[config.mk]
export PLATFORM = sky130hd
export DESIGN_NAME = led_display_ctrl
export DESIGN_NICKNAME = d
export VERILOG_FILES = /design/src/rtl/led_display_ctrl_pkg.sv /design/src/rtl/led_display_ctrl_seg7.sv /design/src/rtl/led_display_ctrl.sv
export SDC_FILE = /design/constraint.sdc
export NUM_CORES = 1
export LEC_CHECK = 0
export ABC_AREA = 1
export BUFFER_PORTS_ARGS = -buffer_cell sky130_fd_sc_hd__buf_2
export CORE_MARGIN = 3
export CORE_UTILIZATION = 43
export CTS_BUF_LIST = sky130_fd_sc_hd__clkbuf_4 sky130_fd_sc_hd__clkbuf_8
export DETAILED_ROUTE_END_ITERATION = 10
export PLACE_DENSITY = 0.66
export SLEW_MARGIN = 20
export SYNTH_ARGS = -nofsm -noshare
export SYNTH_HDL_FRONTEND = slang
export SYNTH_SLANG_ARGS = --single-unit
[constraint.sdc]
create_clock -name clk -period 1.9 [get_ports clk]
set_input_delay 0.095 -clock clk [delete_from_list [all_inputs] [get_ports clk]]
set_output_delay 0.095 -clock clk [all_outputs]
set_load 0.005 [all_outputs]
[src/rtl/led_display_ctrl_pkg.sv]
// Shared constants and types for the multiplexed 8-digit seven-segment display controller.
package led_display_ctrl_pkg;

    localparam int WordBus    = 32;
    localparam int NUM_DIGITS = 8;
    localparam int IDX_W      = 3;

    localparam logic REG_DATA = 1'b0;
    localparam logic REG_MASK = 1'b1;

    localparam logic [6:0] SEG_BLANK = 7'h7F;

    // Everything that reaches the pins, kept together so the output stage is one register.
    typedef struct packed {
        logic [NUM_DIGITS-1:0] en;
        logic [6:0]            seg;
        logic                  dp;
    } disp_t;

    localparam disp_t DISP_DARK = disp_t'({{NUM_DIGITS{1'b1}}, SEG_BLANK, 1'b1});

endpackage

[src/rtl/led_display_ctrl_seg7.sv]
// Hex nibble to active-low seven-segment code, ordered {a,b,c,d,e,f,g}.
module seg7_hex_decode
    import led_display_ctrl_pkg::*;
(
    input  logic [3:0] hex_i,
    output logic [6:0] seg_o
);

    always_comb begin
        seg_o = SEG_BLANK;
        case (hex_i)
            4'h0: seg_o = 7'b0000001;
            4'h1: seg_o = 7'b1001111;
            4'h2: seg_o = 7'b0010010;
            4'h3: seg_o = 7'b0000110;
            4'h4: seg_o = 7'b1001100;
            4'h5: seg_o = 7'b0100100;
            4'h6: seg_o = 7'b0100000;
            4'h7: seg_o = 7'b0001111;
            4'h8: seg_o = 7'b0000000;
            4'h9: seg_o = 7'b0000100;
            4'hA: seg_o = 7'b0001000;
            4'hB: seg_o = 7'b1100000;
            4'hC: seg_o = 7'b0110001;
            4'hD: seg_o = 7'b1000010;
            4'hE: seg_o = 7'b0110000;
            4'hF: seg_o = 7'b0111000;
            default: seg_o = SEG_BLANK;
        endcase
    end

endmodule

[src/rtl/led_display_ctrl.sv]
// Register-mapped 8-digit multiplexed hex display: DATA/MASK registers, scan prescaler,
// digit index and a single registered output stage.
module led_display_ctrl
    import led_display_ctrl_pkg::*;
#(
    parameter int SCAN_DIV = 50000
) (
    input  logic               clk,
    input  logic               rst,
    input  logic               wen_i,
    input  logic               addr_i,
    input  logic [WordBus-1:0] wdata_i,
    output logic [WordBus-1:0] rdata_o,
    output logic [7:0]         led_en_o,
    output logic               led_ca_o,
    output logic               led_cb_o,
    output logic               led_cc_o,
    output logic               led_cd_o,
    output logic               led_ce_o,
    output logic               led_cf_o,
    output logic               led_cg_o,
    output logic               led_dp_o
);

    localparam int              CNT_W    = $clog2(SCAN_DIV);
    localparam logic [CNT_W-1:0] CNT_LAST = CNT_W'(SCAN_DIV - 1);

    logic [CNT_W-1:0]      cnt_q, cnt_d;
    logic [IDX_W-1:0]      idx_q, idx_d;
    logic [WordBus-1:0]    data_q, data_d;
    logic [NUM_DIGITS-1:0] mask_q, mask_d;
    disp_t                 disp_q, disp_d;

    logic                  tick;
    logic [3:0]            digit_nib;
    logic [6:0]            digit_seg;
    logic [NUM_DIGITS-1:0] en_dec;

    assign tick      = (cnt_q == CNT_LAST);
    assign digit_nib = data_q[{idx_q, 2'b00} +: 4];

    seg7_hex_decode u_dec (
        .hex_i (digit_nib),
        .seg_o (digit_seg)
    );

    // One-cold enable for the digit currently being scanned.
    for (genvar gi = 0; gi < NUM_DIGITS; gi++) begin : g_en_dec
        assign en_dec[gi] = (idx_q != IDX_W'(gi));
    end

    always_comb begin
        cnt_d  = tick ? '0 : cnt_q + 1'b1;
        idx_d  = tick ? idx_q + 1'b1 : idx_q;
        data_d = data_q;
        mask_d = mask_q;
        if (wen_i) begin
            if (addr_i == REG_MASK) begin
                mask_d = wdata_i[NUM_DIGITS-1:0];
            end else begin
                data_d = wdata_i;
            end
        end

        // Outputs are built from the current registers, so a write shows up one edge after it lands.
        disp_d = DISP_DARK;
        if (mask_q[idx_q]) begin
            disp_d.en  = en_dec;
            disp_d.seg = digit_seg;
        end
    end

    always_ff @(posedge clk) begin
        if (rst) begin
            cnt_q  <= '0;
            idx_q  <= '0;
            data_q <= '0;
            mask_q <= '1;
            disp_q <= DISP_DARK;
        end else begin
            cnt_q  <= cnt_d;
            idx_q  <= idx_d;
            data_q <= data_d;
            mask_q <= mask_d;
            disp_q <= disp_d;
        end
    end

    always_comb begin
        rdata_o = data_q;
        if (addr_i == REG_MASK) begin
            rdata_o = {{(WordBus - NUM_DIGITS){1'b0}}, mask_q};
        end
    end

    assign led_en_o = disp_q.en;
    assign {led_ca_o, led_cb_o, led_cc_o, led_cd_o, led_ce_o, led_cf_o, led_cg_o} = disp_q.seg;
    assign led_dp_o = disp_q.dp;

endmodule
; ---- After elaboration in Yosys (flattened, before gate mapping)
; Memories as Yosys holds them, arrays and structs flattened. A register that Yosys moved wholly into a read port is not among the register bits.
; Cells that the tools add are included.
[classes]
shift = 1
n_lt_le_gt_ge = 1
muxes = 3
n_bitwise = 2
eq_ne = 8
reduce_logical = 5
add_sub_neg = 2
[ops]
columns = op, count
row1 = 32-bit two-way mux, 1
row2 = 32-bit by 6-bit variable part select with 4-bit output, 1
row3 = "16-bit by 1-bit adder with 16-bit output, second input constant", 1
row4 = "16-bit equality test, second input constant", 1
row5 = "3-bit != test, second input constant", 4
row6 = "3-bit by 2-bit != test with 1-bit output, second input constant", 2
row7 = "3-bit by 4-bit less-than comparator with 1-bit output, second input constant", 1
row8 = 2-bit AND reduction, 2
row9 = 2-bit OR reduction, 2
row10 = "3-bit by 1-bit adder with 3-bit output, second input constant", 1
row11 = 1-bit binary-select mux with 3-bit select, 1
row12 = "3-bit by 1-bit != test with 1-bit output, second input constant", 1
row13 = 3-bit nonzero test, 1
row14 = 1-bit NOT, 2
row15 = 1-bit two-way mux, 1
[word_totals]
regBits = 68
memories = 1
out_inout_bits = 48
inputBits = 36
elab_cells = 29
mem_bits_ro = 112
[mem_list]
columns = memory, words, word_bits, read_ports, rd_clocked_by_memory_dff, write_ports, line_no
row1 = (name not given), 16, 7, 1, 1, 0, led_display_ctrl_seg7.sv:11  ; case (hex_i)

; ---- Longest topological paths before layout
; Gate-level depths: netlist of run 1.
[depth]
word_depth = 4
ltp_mapped = 13
mapped_depth_nobuf = 11

; ---- Cells and area by module
; From an unflattened synthesis of run 1, not the netlist that was laid out.
[unflattened]
hier_cells = 524
hier_area_um2 = 3718.6
[by_module_without_submodules]
columns = module, cells_each, area_each_um2, instances, seq_area_each_um2
row1 = led_display_ctrl, 475, 3444.6, 1, 1481.4
row2 = seg7_hex_decode, 49, 274.0, 1, 0.0

; ---- Worst setup path after synthesis of run 1
; OpenSTA, ideal clock, no wires.
[synth_path]
path_kind = register to register
start = register idx_q[0]
end = register led_cf_o (netlist name)
n_path_buf = 2
slack_ns = 0.247
required_ns = 1.785
arrival_ns = 1.538
setup_time_ns = 0.115
path_stages_with_launch = 13
period_less_slack_ns = 1.653
path_cell_list = dfxtp_1 buf_6 buf_4 nand2_1 nand3_1 nand3_1 nand2_1 inv_1 ha_1 nand3_1 nor2_1 nor2_1 nand2_1
[synth_between]
elab_chain_cells = 4
elab_cells_between_ends = 5
cone_classes = shift: 1 / mux: 2 / bitwise: 1 / reduce/logical: 1
[synth_lines]
columns = item, line_no
row1 = from (decl), led_display_ctrl.sv:29  ; logic [IDX_W-1:0] idx_q, idx_d;
row2 = from (signal assigned), led_display_ctrl.sv:82  ; idx_q <= idx_d;
row3 = branches (longest 4 deep; another with 32-bit by 6-bit variable part select with 4-bit output), n/a
; Parallel ways; which one is timed is not known. The select of a mux whose other input is x is not followed.
; A chain may end at the register's enable or synchronous reset.

; ---- Worst setup path after layout of run 1
[layout_path]
start = register idx_q[1]
end = register led_cd_o (netlist name)
[layout_between]
elab_chain_cells = 4
elab_cells_between_ends = 5
cone_classes = shift: 1 / mux: 2 / bitwise: 1 / reduce/logical: 1
[layout_lines]
columns = item
row1 = branches (longest 4 deep; another with 32-bit by 6-bit variable part select with 4-bit output)
; Parallel ways; which one is timed is not known. The select of a mux whose other input is x is not followed.

==> metrics, run 1 <==
total grt overflow 0; Finished Layout Cells 700; Setup TNS 0 ns; crit path launch type flop; HP Class input port to flop; # port buffers 82; Synth area leaders dfxtp_1, nand2_1, a21oi_1; Synth top area share 41.1%; fraction of layout cells with a size suffix above 1 21.6%; CP Data Required Time about 2.1 ns; maximum vdd ir drop 290 uV; Worst Skew 0.00687 ns; sequential fraction of the synthesis area 41.1%; area post-placement 0.00410 mm^2; clk root buf clkbuf_8; status finished clean; Max Clock Freq roughly 0.57 GHz; first-pass GRT wire length approximately 15000 um; max cap viols 0; Worst-path clk slew 0.08 ns; Crit Path Max Fanout 8; CORE AREA around 0.0079 mm^2; post-layout net count 643; vias in the first global route 3404; Die Ht 97.5 um; most common cell after layout, fill and taps aside nand2_1; n_diodes 0; biggest area consumer among synthesized cells dfxtp_1; final instance area around 0.0044 mm^2; Final Hold Viols 0; Power, Total around 3.1 mW; antenna viol nets, final 0; leakage power figure 1.99 nW; CTS tree done; H-Tree Depth 3; syn nets 553; Routed WL 8880 um; pin count of the biggest net entering global routing 40; average routed wire per standard cell ~13 um; initial antenna violation count 0; clk buf depth 2; fin crit share 93.0%; Inst Count DP 674; Cells after Synth 504; commonest non-fill, non-tap cells in the layout nand2_1, buf_2, dfxtp_1; worst skew pair latency between 0.3 and 0.4 ns; Final min period 1.77 ns; yosys warns 0; final setup vio count 0; cts bufs inserted 9; Starting DRT DRC Count between 150 and 200; Site Rows 32; syn_area_per_cell 7.15 um^2; vias 3486; First-pass DRT Iterations 5; Area Growth Syn to Fin 21.7%; initial core utilization 45.5%; Residual DRC 0; synthesized area approximately 0.0036 mm^2; Layout Utilization between 50 and 60%; clk sink count 74; GP Congestion 0.939; Power Dens Cells 712 mW/mm^2; number of synthesized register bits 74; Fill cells 790; Die W 97.5 um; Via-to-Cell Ratio between 4 and 5; I/O pin cnt 84; synth unique cells 29; crit path DAT 1.99 ns; worst setup path class flop to flop; die area 0.00952 mm^2; max-slew violation count 0; CP Capture Type flop; total global routing track utilization 19.0%; Post-DP HPWL 6420 um
[kinds of logic (layout without fill, tap and decap cells)]
kind of cell	count (synthesis)	after routing	share of synthesized area [%]
buffers and inverters	87	181	10.6
DFF	74	74	41.1
and+or+nand+nor	222	222	27.5
xor gates and xnor gates	3	3	0.729
other	1	1	0.104
adders and majority gates	13	13	4.51
AOI/OAI and AO/OA	104	104	15.4
[through the flow]
step	hold slack, ns	setup WS, ns
floorplan	0.164	0.247
global placement	0.313	0.169
detailed placement	0.311	0.0808
CTS	0.0156	0.0675
global route	0.0290	-0.0165
finish	0.0306	0.132
[routing by layer]
metal | wire (um) | vias to the layer above | share of wire [%] | GRT usage [%]
met1 | 4180 | 1557 | 47 | 23.8
met2 | 4040 | 105 | 45 | 31.3
met3 | 446 | 18 | 5.0 | 4.02
met5 | 0 | - | 0 | 0
li1 | - | 1806 | - | -
met4 | 212 | 0 | 2.4 | 8.73
[Yosys cell counts]
cell      count
inv_2         5
nand2_4       1
or2_0         2
buf_2         3
nor4_2        1
nand3_1      45
nor2_1       49
nand4_1       4
nand3_2       3
conb_1        1
dfxtp_1      74
a21oi_1      46
o211ai_1     11
o21ai_0      43
nor3b_1       1
buf_6         5
nand2_1     102
xnor2_1       1
nor3_1        9
o21ai_1       3
o211ai_2      1
nand3_4       2
ha_1         13
inv_1        56
buf_4         4
xor2_1        2
nand3b_1      1
nand2_2       2
clkbuf_1     14
[critical path, stage by stage (launching register included)]
cell and delay, ns:
dfxtp_1 0.33, inv_1 0.23, nand3_1 0.12, nand3_1 0.13, nand2_2 0.10, buf_4 0.15, ha_1 0.31, inv_1 0.05
nand3_1 0.07, nand2_1 0.05, nand2_1 0.05, nand3_1 0.06
[final timing paths]
path / endpoint / cells after the start / start / slack (ns)
worst max-delay path: led_cd_o / 11 / idx_q[1] / 0.13
worst min-delay path: data_q[9] / 3 / wdata_i[9] / 0.03
worst max register to register: led_cd_o / 11 / idx_q[1] / 0.13
worst min register to register: cnt_q[0] / 1 / cnt_q[0] / 0.47
[flip-flops by register name, summed over array words and instances, names as in the netlist, 3 cells and up]
register / cells
data_q: 32
cnt_q: 16
led_en_o: 8
mask_q: 8
idx_q: 3
[report_power, final]
part	internal, mW	switching (mW)	total [mW]	leakage, nW
sequential	1.63	0.0301	1.66	0.609
combinational	0.174	0.248	0.422	1.29
clock	0.487	0.552	1.04	0.0896
[cell type report]
cell class	count	area, um^2	share of cell area (%)
clock buffers	11	139	3.17
multi-input cells	343	1740	39.8
clock inverters	4	20.0	0.457
well taps	102	128	2.91
flip-flops and latches	74	1480	33.8
inverters	61	229	5.22
repair buffers	105	642	14.6
[repair_timing]
item	in CTS	in global routing
hold endpoints to repair	11	0
hold buffers	9	0
endpoints found under the setup margin	0	7
buffers inserted	0	2
resized for setup	0	6
No activity file was read; power rests on OpenSTA's default activity.
==> run 2: changes to the inputs <==
Settings changed: CORE_ASPECT_RATIO set to 0.75.
==> metrics, run 2 (same netlist as run 1, synthesis figures left out) <==
Die Ht 85.3 um; unrepaired setup endpoints after global routing no; average routed wire per standard cell between 10 and 15 um; biggest registers after layout data_q (32), cnt_q (16); fin crit share between 90 and 100%; HP Class input port to flop; Max Clock Freq approximately 0.6 GHz; CP Data Required Time 2.12 ns; # port buffers 82; GP Congestion 0.955; n_diodes 0; I/O pin cnt 84; Worst Tran Pin Value slightly below 0.5 ns; Reg2Reg Setup Slack 0.19 ns; post-layout net count between 600 and 700; Power, Total 3.29 mW; Die W 112 um; Fill cells 767; final setup vio count 0; Via-to-Cell Ratio 4.93; status finished clean; Slew HR 67.1%; vias 3493; Worst Skew about 0.010 ns; worst skew pair latency 0.34 ns; Residual DRC 0; cts bufs inserted 9; commonest non-fill, non-tap cells in the layout nand2_1, buf_2, dfxtp_1; H-Tree Depth 3; Setup TNS 0 ns; Worst-path clk slew around 0.070 ns; R2R Path End led_cd_o; CP cell instances buf_6, nand2_1, o211ai_1, nand3_1, nand2_2, inv_1, ha_1, nand3_1, nand2_1, nand2_1, nand3_1; most common cell after layout, fill and taps aside nand2_1; Power Dens Cells 740 mW/mm^2; first-pass GRT wire length 15100 um; crit path launch type flop; pin count of the biggest net entering global routing 65; CTS tree done; initial antenna violation count 0; CORE AREA 0.00802 mm^2; worst hold endpoint data_q[23]; Reg area about 0.0015 mm^2; worst setup path class flop to flop; total grt overflow 0; Hold Crit Start wdata_i[23]; Critical R2R Launch idx_q[0]; clk buf depth 2; Final min period 1.71 ns; vias in the first global route 3152; R2R cell count 11; maximum vdd ir drop about 520 uV; initial core utilization 44.9%; clk root buf clkbuf_8; CP Capture Type flop; Crit path largest cell delay 0.36 ns; max-slew violation count 0; First-pass DRT Iterations 4; antenna viol nets, final 0; clk sink count 74; WHS Path Cells 3; footprint of the multi-input gates 0.00174 mm^2; crit path DAT between 1.5 and 2 ns; CP max-delay cell dfxtp_2; fraction of layout cells with a size suffix above 1 22.5%; max reg flops 32; Post-DP HPWL 6790 um; Most flops, register data_q; total global routing track utilization 19.4%; leakage power figure 2.02 nW; Final Hold Viols 0; max cap viols 0; Starting DRT DRC Count between 150 and 200; Area Growth Syn to Fin 23.4%; Site Rows 28; Routed WL 9240 um; die area 0.00953 mm^2; Crit Path Max Fanout 15
run 2: cell count changes in the layout (fill, tap and decap cells not counted), sizes merged:
cell / before / now
bufinv: 0 / 1
clkinv: 4 / 2
clkbuf: 11 / 13
buf: 96 / 101
run 2: metal layers:
metal	track usage, %	part of all wire, %	vias up
met5	0	0	-
met4	5.08	1.1	0
met3	6.20	6.7	12
met2	28.0	42	107
met1	27.9	50	1559
li1	-	-	1815
run 2: critical path: cells and delay by family (launching register included):
kind	cells	cell delay, ns
AO/OA/AOI/OAI	1	0.09
flip-flops	1	0.36
AND/OR/NAND/NOR	7	0.69
adder cells (fa/ha/maj)	1	0.20
buffers and inverters	2	0.26
run 2: cell type report:
type	instances	area share, %
multi-input cells	343	39.2
flip-flops and latches	74	33.4
repair buffers	110	14.9
inverters	61	5.15
clock buffers	13	3.46
well taps	105	2.96
clock inverters	3	0.901
run 2: per-stage QoR:
| stage | cell area (um^2) | utilization, % | instances | hold WS [ns] | worst slack, ns |
|---|---|---|---|---|---|
| floorplan | 3600 | - | 504 | 0.164 | 0.247 |
| global placement | 4090 | 50.9 | 676 | 0.310 | 0.160 |
| detailed placement | 4090 | 50.9 | 676 | 0.312 | 0.0793 |
| CTS | 4370 | 54.5 | 701 | 0.0115 | 0.0481 |
| global route | 4450 | 55.4 | 709 | 0.0233 | 0.00253 |
| finish | 4450 | 55.4 | 709 | 0.0260 | 0.186 |
run 2: how the worst max path moves through the flow:
stage / from / endpoint / slack, ns / cells after the start
floorplan: idx_q[0] / led_cf_o / 0.25 / 12
global placement: idx_q[0] / led_cf_o / 0.16 / 11
detailed placement: idx_q[0] / led_cd_o / 0.08 / 11
CTS: idx_q[0] / led_cd_o / 0.05 / 11
global route: idx_q[0] / led_cf_o / 0.003 / 11
finish: idx_q[0] / led_cd_o / 0.19 / 11
run 2: power breakdown:
part | total [mW] | leakage [nW] | internal, mW | switching [mW]
logic | 0.422 | 1.31 | 0.173 | 0.249
registers | 1.66 | 0.609 | 1.63 | 0.0320
clock network | 1.21 | 0.105 | 0.662 | 0.545
run 2: what timing repair did:
item	CTS	global route
hold buffers	9	0
endpoints found under the setup margin	0	7
resized for setup	0	6
setup buffers	0	8
endpoints found under the hold margin	11	0
